===== src/rtl/mcu_video_cfg_ctrl.sv =====
// MCU frame parser for the video path: forwards OSD bytes, decodes configuration writes
// into shadow registers and answers status reads. Shadow settings reach the datapath only
// on a locked vsync falling edge, so a change never lands mid-frame.
module mcu_video_cfg_ctrl #(
  parameter logic [7:0] CMD_OSD    = 8'h01,
  parameter logic [7:0] CMD_CFG    = 8'h02,
  parameter logic [7:0] CMD_STATUS = 8'h03,
  parameter logic [1:0] VOL_RESET  = 2'd3
) (
  input  logic       clk,
  input  logic       resetn,
  input  logic       mcu_start,
  input  logic       mcu_strobe,
  input  logic [7:0] mcu_data,
  output logic [7:0] mcu_rdata,
  input  logic       vs_n,
  input  logic       pll_lock,
  output logic       osd_start,
  output logic       osd_strobe,
  output logic [7:0] osd_data,
  output logic [1:0] system_scanlines,
  output logic [1:0] system_volume,
  output logic       system_wide_screen,
  output logic       cfg_pending,
  output logic [3:0] err_cnt
);

  typedef enum logic [2:0] {
    StIdle, StOsdFwd, StCfgAddr, StCfgData, StStatus, StIgnore
  } state_t;

  state_t      r_state;
  logic [7:0]  r_addr;
  logic [7:0]  r_rdata;
  logic        r_osd_start;
  logic        r_osd_strobe;
  logic [7:0]  r_osd_data;
  logic [3:0]  r_err;
  logic [1:0]  r_scan_s, r_vol_s;
  logic        r_wide_s;
  logic [1:0]  r_scan_c, r_vol_c;
  logic        r_wide_c;
  logic        r_pending;
  logic        r_vs_prev;

  logic        w_cmd_known;
  logic [1:0]  w_err_inc;
  logic [4:0]  w_err_sum;
  logic [3:0]  w_err_next;
  logic        w_vs_fall;
  logic [7:0]  w_status;

  assign w_cmd_known = (mcu_data == CMD_OSD) || (mcu_data == CMD_CFG) ||
                       (mcu_data == CMD_STATUS);
  assign w_vs_fall   = r_vs_prev & ~vs_n;
  assign w_status    = {pll_lock, r_pending, r_wide_c, r_vol_c, r_scan_c, 1'b0};

  // Error increments: an aborted CFG frame and an unknown command can coincide (+2).
  always_comb begin
    w_err_inc = 2'd0;
    if (mcu_strobe) begin
      if (mcu_start) begin
        if ((r_state == StCfgAddr) || (r_state == StCfgData)) w_err_inc = w_err_inc + 2'd1;
        if (!w_cmd_known) w_err_inc = w_err_inc + 2'd1;
      end else if ((r_state == StCfgData) && (r_addr > 8'd2)) begin
        w_err_inc = 2'd1;
      end
    end
    w_err_sum  = {1'b0, r_err} + {3'b000, w_err_inc};
    w_err_next = (w_err_sum > 5'd15) ? 4'hF : w_err_sum[3:0];
  end

  // Frame parser FSM with registered OSD/readback outputs and shadow register writes.
  always_ff @(posedge clk or negedge resetn) begin
    if (!resetn) begin
      r_state      <= StIdle;
      r_addr       <= 8'h00;
      r_rdata      <= 8'h00;
      r_osd_start  <= 1'b0;
      r_osd_strobe <= 1'b0;
      r_osd_data   <= 8'h00;
      r_err        <= 4'h0;
      r_scan_s     <= 2'd0;
      r_vol_s      <= VOL_RESET;
      r_wide_s     <= 1'b0;
    end else begin
      r_osd_start  <= 1'b0;
      r_osd_strobe <= 1'b0;
      r_err        <= w_err_next;
      if (mcu_strobe) begin
        r_rdata <= 8'h00;
        if (mcu_start) begin
          if (mcu_data == CMD_OSD) begin
            r_state      <= StOsdFwd;
            r_osd_start  <= 1'b1;
            r_osd_strobe <= 1'b1;
            r_osd_data   <= mcu_data;
          end else if (mcu_data == CMD_CFG) begin
            r_state <= StCfgAddr;
          end else if (mcu_data == CMD_STATUS) begin
            r_state <= StStatus;
            r_rdata <= w_status;
          end else begin
            r_state <= StIgnore;
          end
        end else begin
          unique case (r_state)
            StOsdFwd: begin
              r_osd_strobe <= 1'b1;
              r_osd_data   <= mcu_data;
            end
            StCfgAddr: begin
              r_addr  <= mcu_data;
              r_state <= StCfgData;
            end
            StCfgData: begin
              case (r_addr)
                8'd0:    r_scan_s <= mcu_data[1:0];
                8'd1:    r_vol_s  <= mcu_data[1:0];
                8'd2:    r_wide_s <= mcu_data[0];
                default: ;
              endcase
              r_state <= StIgnore;
            end
            StStatus: begin
              r_rdata <= {4'h0, r_err};
              r_state <= StIgnore;
            end
            StIdle, StIgnore: ;
            default: r_state <= StIdle;
          endcase
        end
      end
    end
  end

  // Vsync edge detect and commit; commit sees pre-write shadow if a write lands the same cycle.
  always_ff @(posedge clk or negedge resetn) begin
    if (!resetn) begin
      r_vs_prev <= 1'b1;
      r_pending <= 1'b0;
      r_scan_c  <= 2'd0;
      r_vol_c   <= VOL_RESET;
      r_wide_c  <= 1'b0;
    end else begin
      r_vs_prev <= vs_n;
      r_pending <= (r_scan_s != r_scan_c) || (r_vol_s != r_vol_c) || (r_wide_s != r_wide_c);
      if (w_vs_fall && pll_lock) begin
        r_scan_c <= r_scan_s;
        r_vol_c  <= r_vol_s;
        r_wide_c <= r_wide_s;
      end
    end
  end

  assign mcu_rdata          = r_rdata;
  assign osd_start          = r_osd_start;
  assign osd_strobe         = r_osd_strobe;
  assign osd_data           = r_osd_data;
  assign system_scanlines   = r_scan_c;
  assign system_volume      = r_vol_c;
  assign system_wide_screen = r_wide_c;
  assign cfg_pending        = r_pending;
  assign err_cnt            = r_err;

endmodule


===== config.mk =====
export PLATFORM = sky130hd
export DESIGN_NAME = mcu_video_cfg_ctrl
export DESIGN_NICKNAME = d
export VERILOG_FILES = /design/src/rtl/mcu_video_cfg_ctrl.sv
export SDC_FILE = /design/constraint.sdc
export NUM_CORES = 1
export LEC_CHECK = 0
export ABC_AREA = 0
export CORE_UTILIZATION = 51
export DETAILED_ROUTE_END_ITERATION = 8
export GPL_TIMING_DRIVEN = 0
export PLACE_DENSITY = 0.79
export SLEW_MARGIN = 20
export SYNTH_ARGS = -nofsm -noshare
export SYNTH_HDL_FRONTEND = slang
export SYNTH_SLANG_ARGS = --single-unit
export TNS_END_PERCENT = 1

===== constraint.sdc =====
create_clock -name clk -period 2.7 [get_ports clk]
set_input_delay 0.54 -clock clk [delete_from_list [all_inputs] [get_ports clk]]
set_output_delay 0.54 -clock clk [all_outputs]
set_load 0.01 [all_outputs]

==> flow_metrics.py <==
metrics = {
    "layout": {
        "layout_commonest_cell": "dfrtp_1",
        "antenna_cells": 0,
        "final_cell_mix": "dfrtp_1, clkdlybuf4s50_1, mux2_2, inv_1, o2bb2ai_1",
        "drive_gt1_frac": 0.192,
        "fin_area_um2": 2710,
        "area_growth_pct": 26.5,
        "fillerInstances": 325,
        "instances_no_fill": 279,
        "nets": 246,
    },
    "grt": {
        "antenna_found_initial": 0,
        "grt_use_total": 0.216,
        "grt_max_degree": 26,
        "grt_overflow": 0,
        "grt_pass1_vias": 1422,
        "grt_pass1_wl_um": 6920,
    },
    "worst_hold_path": {
        "hold_class": "in -> async",
    },
    "clock_tree": {
        "cts-hold-fix-buffers": 0,
        "clkLatencyLatePin_ns": 0.29,
        "ctsRootBufferMaster": "clkbuf_8",
        "clockBufferDepth": 2,
        "clock-sinks": 45,
        "cts_buffers": 5,
        "htree_levels": 2,
        "clk_pin_slew_ns": 0.08,
        "cts_tree": "yes",
    },
    "route": {
        "wl_um": 4250,
        "drc": 0,
        "routed-wl-met3_um": 211,
        "highest_layer": "met4",
        "wl_per_cell_um": 15.2,
        "drt_first_iter_violations": 54,
        "ant_nets": 0,
        "met2_length_um": 2020,
        "dr.pass1.iters": 4,
        "viasPerCell": 5.58,
        "via_count": 1557,
        "met1Wirelength_um": 1930,
    },
    "setup_path": {
        "cp.arrival_ns": 2.75,
        "crit_required_ns": 2.87,
        "cpPeakStageDelay_ns": 0.48,
        "critPathTopFamily": "adder cells",
        "worstPathBufferInverterCount": 1,
        "reg2reg_slack_ns": 0.35,
        "cp_max_fo": 4,
        "cp-end-kind": "flop",
        "r2r.worst_path.cells": 7,
        "r2r_end": "err_cnt[3]",
        "crit_type": "in -> reg",
        "r2r-start": "r_addr[7]",
        "cp_cell_sequence": "clkdlybuf4s50_1 > nor4_4 > o211ai_1 > ha_1 > a21o_1 > ha_1 > fa_2 > nor2b_1 > a31oi_1",
        "cpMaxStageDelayCell": "clkdlybuf4s50_1",
        "crit_path_start_kind": "primary input",
        "crit_top_cell": "ha_1",
    },
    "synth": {
        "syn_nets": 198,
        "yosysUniqueCellTypes": 43,
        "synth.avg_cell_area_um2": 11.9,
        "synth_cells": 180,
        "synth_area_um2": 2140,
        "ys_seq_elements": 45,
        "synth_seq_area_share": 0.529,
        "yosys_warnings": 0,
        "synth_edf_count": 0,
        "synthArstFlopShare": 1.00,
        "synth_flop_cell": "dfrtp_1",
    },
    "die": {
        "initial_utilization": 0.535,
        "fp.dieW_um": 66.8,
        "design.portCount": 42,
        "die-height_um": 66.8,
        "coreArea_um2": 4000,
        "row_count": 23,
        "dieArea_um2": 4460,
    },
    "timing": {
        "slew_headroom": 0.526,
        "tightest_slew_ns": 0.704,
        "fin_ws_ns": 0.127,
        "setup_viol": 0,
        "fin_setup_tns_ns": 0,
        "fin_crit_ns": 2.57,
        "fmax_ghz": 0.389,
        "fin_worst_skew_ns": 0.00306,
        "whs_ns": 0.197,
        "slew_violations": 0,
        "layout_worst_path_cycle_share": 0.953,
        "hold_viol_final": 0,
    },
    "pwr": {
        "ir_worst_vdd_v": 0.000383,
        "powerDensity_nw_per_um2": 578,
        "cellLeakagePower_nw": 1.19,
    },
    "run_status": {
        "status": "complete, no violations",
    },
    "placed_design": {
        "port_buffers": 38,
        "dp_cells": 269,
        "place_ws_ns": -0.398,
        "gp_congestion": 0.792,
        "dpl-instance-area_um2": 2600,
        "dp_hpwl_um": 3100,
    },
    "run": {
        "maxCapViolCount": 0,
    },
}
==> synth_stat cells (4+ instances only) <==
library cell,n,share of area
o2bb2ai_1,10,0.041
nand3_1,8,0.019
dfrtp_1,40,0.47
o221ai_1,4,0.016
dfstp_2,5,0.061
nand4_1,5,0.015
xor2_1,4,0.016
nand2b_1,4,0.012
nor3_1,4,0.0094
o21ai_0,8,0.019
mux2_4,4,0.028
nor2_1,6,0.011
inv_1,13,0.023
clkbuf_1,5,0.0088
mux2_2,14,0.074
==> timing repair <==
item	CTS	global route
gates resized for setup	1	2
buffers inserted	0	2
pin swaps	0	1
endpoints found under the hold margin	0	0
cloned	0	0
setup endpoints to repair	4	4
==> cells by family after synthesis <==
| kind of cell | after synthesis | share of synthesized area |
|---|---|---|
| AND/OR/NAND/NOR | 51 | 0.155 |
| adder cells (fa/ha/maj) | 4 | 0.0269 |
| buffers and inverters | 23 | 0.0491 |
| flip-flops | 45 | 0.529 |
| multiplexers | 18 | 0.102 |
| XOR/XNOR | 6 | 0.0246 |
| AO/OA/AOI/OAI | 33 | 0.113 |
==> metal layers <==
layer | track usage | vias to the layer above
li1 | - | 748
met1 | 0.298 | 761
met2 | 0.316 | 39
met3 | 0.0599 | 9
met4 | 0.0957 | 0
met5 | 0 | -
==> worst register-to-register path, cell delays in order (launching register included) <==
cell	delay, ns
dfrtp_1	0.38
nor4_1	0.64
a311oi_1	0.24
a21o_1	0.20
ha_1	0.20
fa_2	0.37
nor2b_1	0.11
a31oi_1	0.08
==> report_power, final <==
part	internal [mW]	leakage, nW	switching, mW	total (mW)
Combinational	0.200	0.569	0.158	0.358
Sequential	0.748	0.577	0.0677	0.816
Clock	0.184	0.0395	0.207	0.391
Total	1.13	1.19	0.433	1.56
==> area by class of cell <==
cell class	count	area, um^2	share of cell area
plain buffers	10	56.3	0.0208
clock buffers	8	80.1	0.0296
inverters	13	48.8	0.0180
multi-input cells	112	913	0.337
flip-flops and latches	45	1130	0.418
well taps	50	62.6	0.0231
repair buffers	41	413	0.153
==> worst max path at each step <==
stage                 from         end  slack [ns]  cells after the start
2_1_floorplan  mcu_data[3]  err_cnt[3]        0.27                      8
3_3_place_gp   mcu_data[3]  err_cnt[3]       -0.39                      9
3_5_place_dp   mcu_data[3]  err_cnt[3]       -0.40                      9
4_1_cts        mcu_data[3]  err_cnt[3]        0.03                      9
5_1_grt        mcu_data[2]  err_cnt[3]       -0.02                      9
6_report       mcu_data[2]  err_cnt[3]        0.13                      9
==> through the flow <==
step                       util  total power [mW]
after global routing      0.677              1.65
after CTS                 0.672              1.58
after floorplan               -             0.976
after detailed placement  0.649              1.18
after global placement    0.646              1.17
final                     0.677              1.56
==> sequential cells by signal, summed over array words and instances, names as in the netlist <==
name	count
mcu_rdata	8
osd_data	8
r_addr	8
err_cnt	4
r_state	3
r_scan_s	2
r_vol_s	2
system_scanlines	2
system_volume	2
cfg_pending	1
osd_start	1
osd_strobe	1
r_vs_prev	1
r_wide_s	1
system_wide_screen	1
Power figures use the tool's default switching activity.
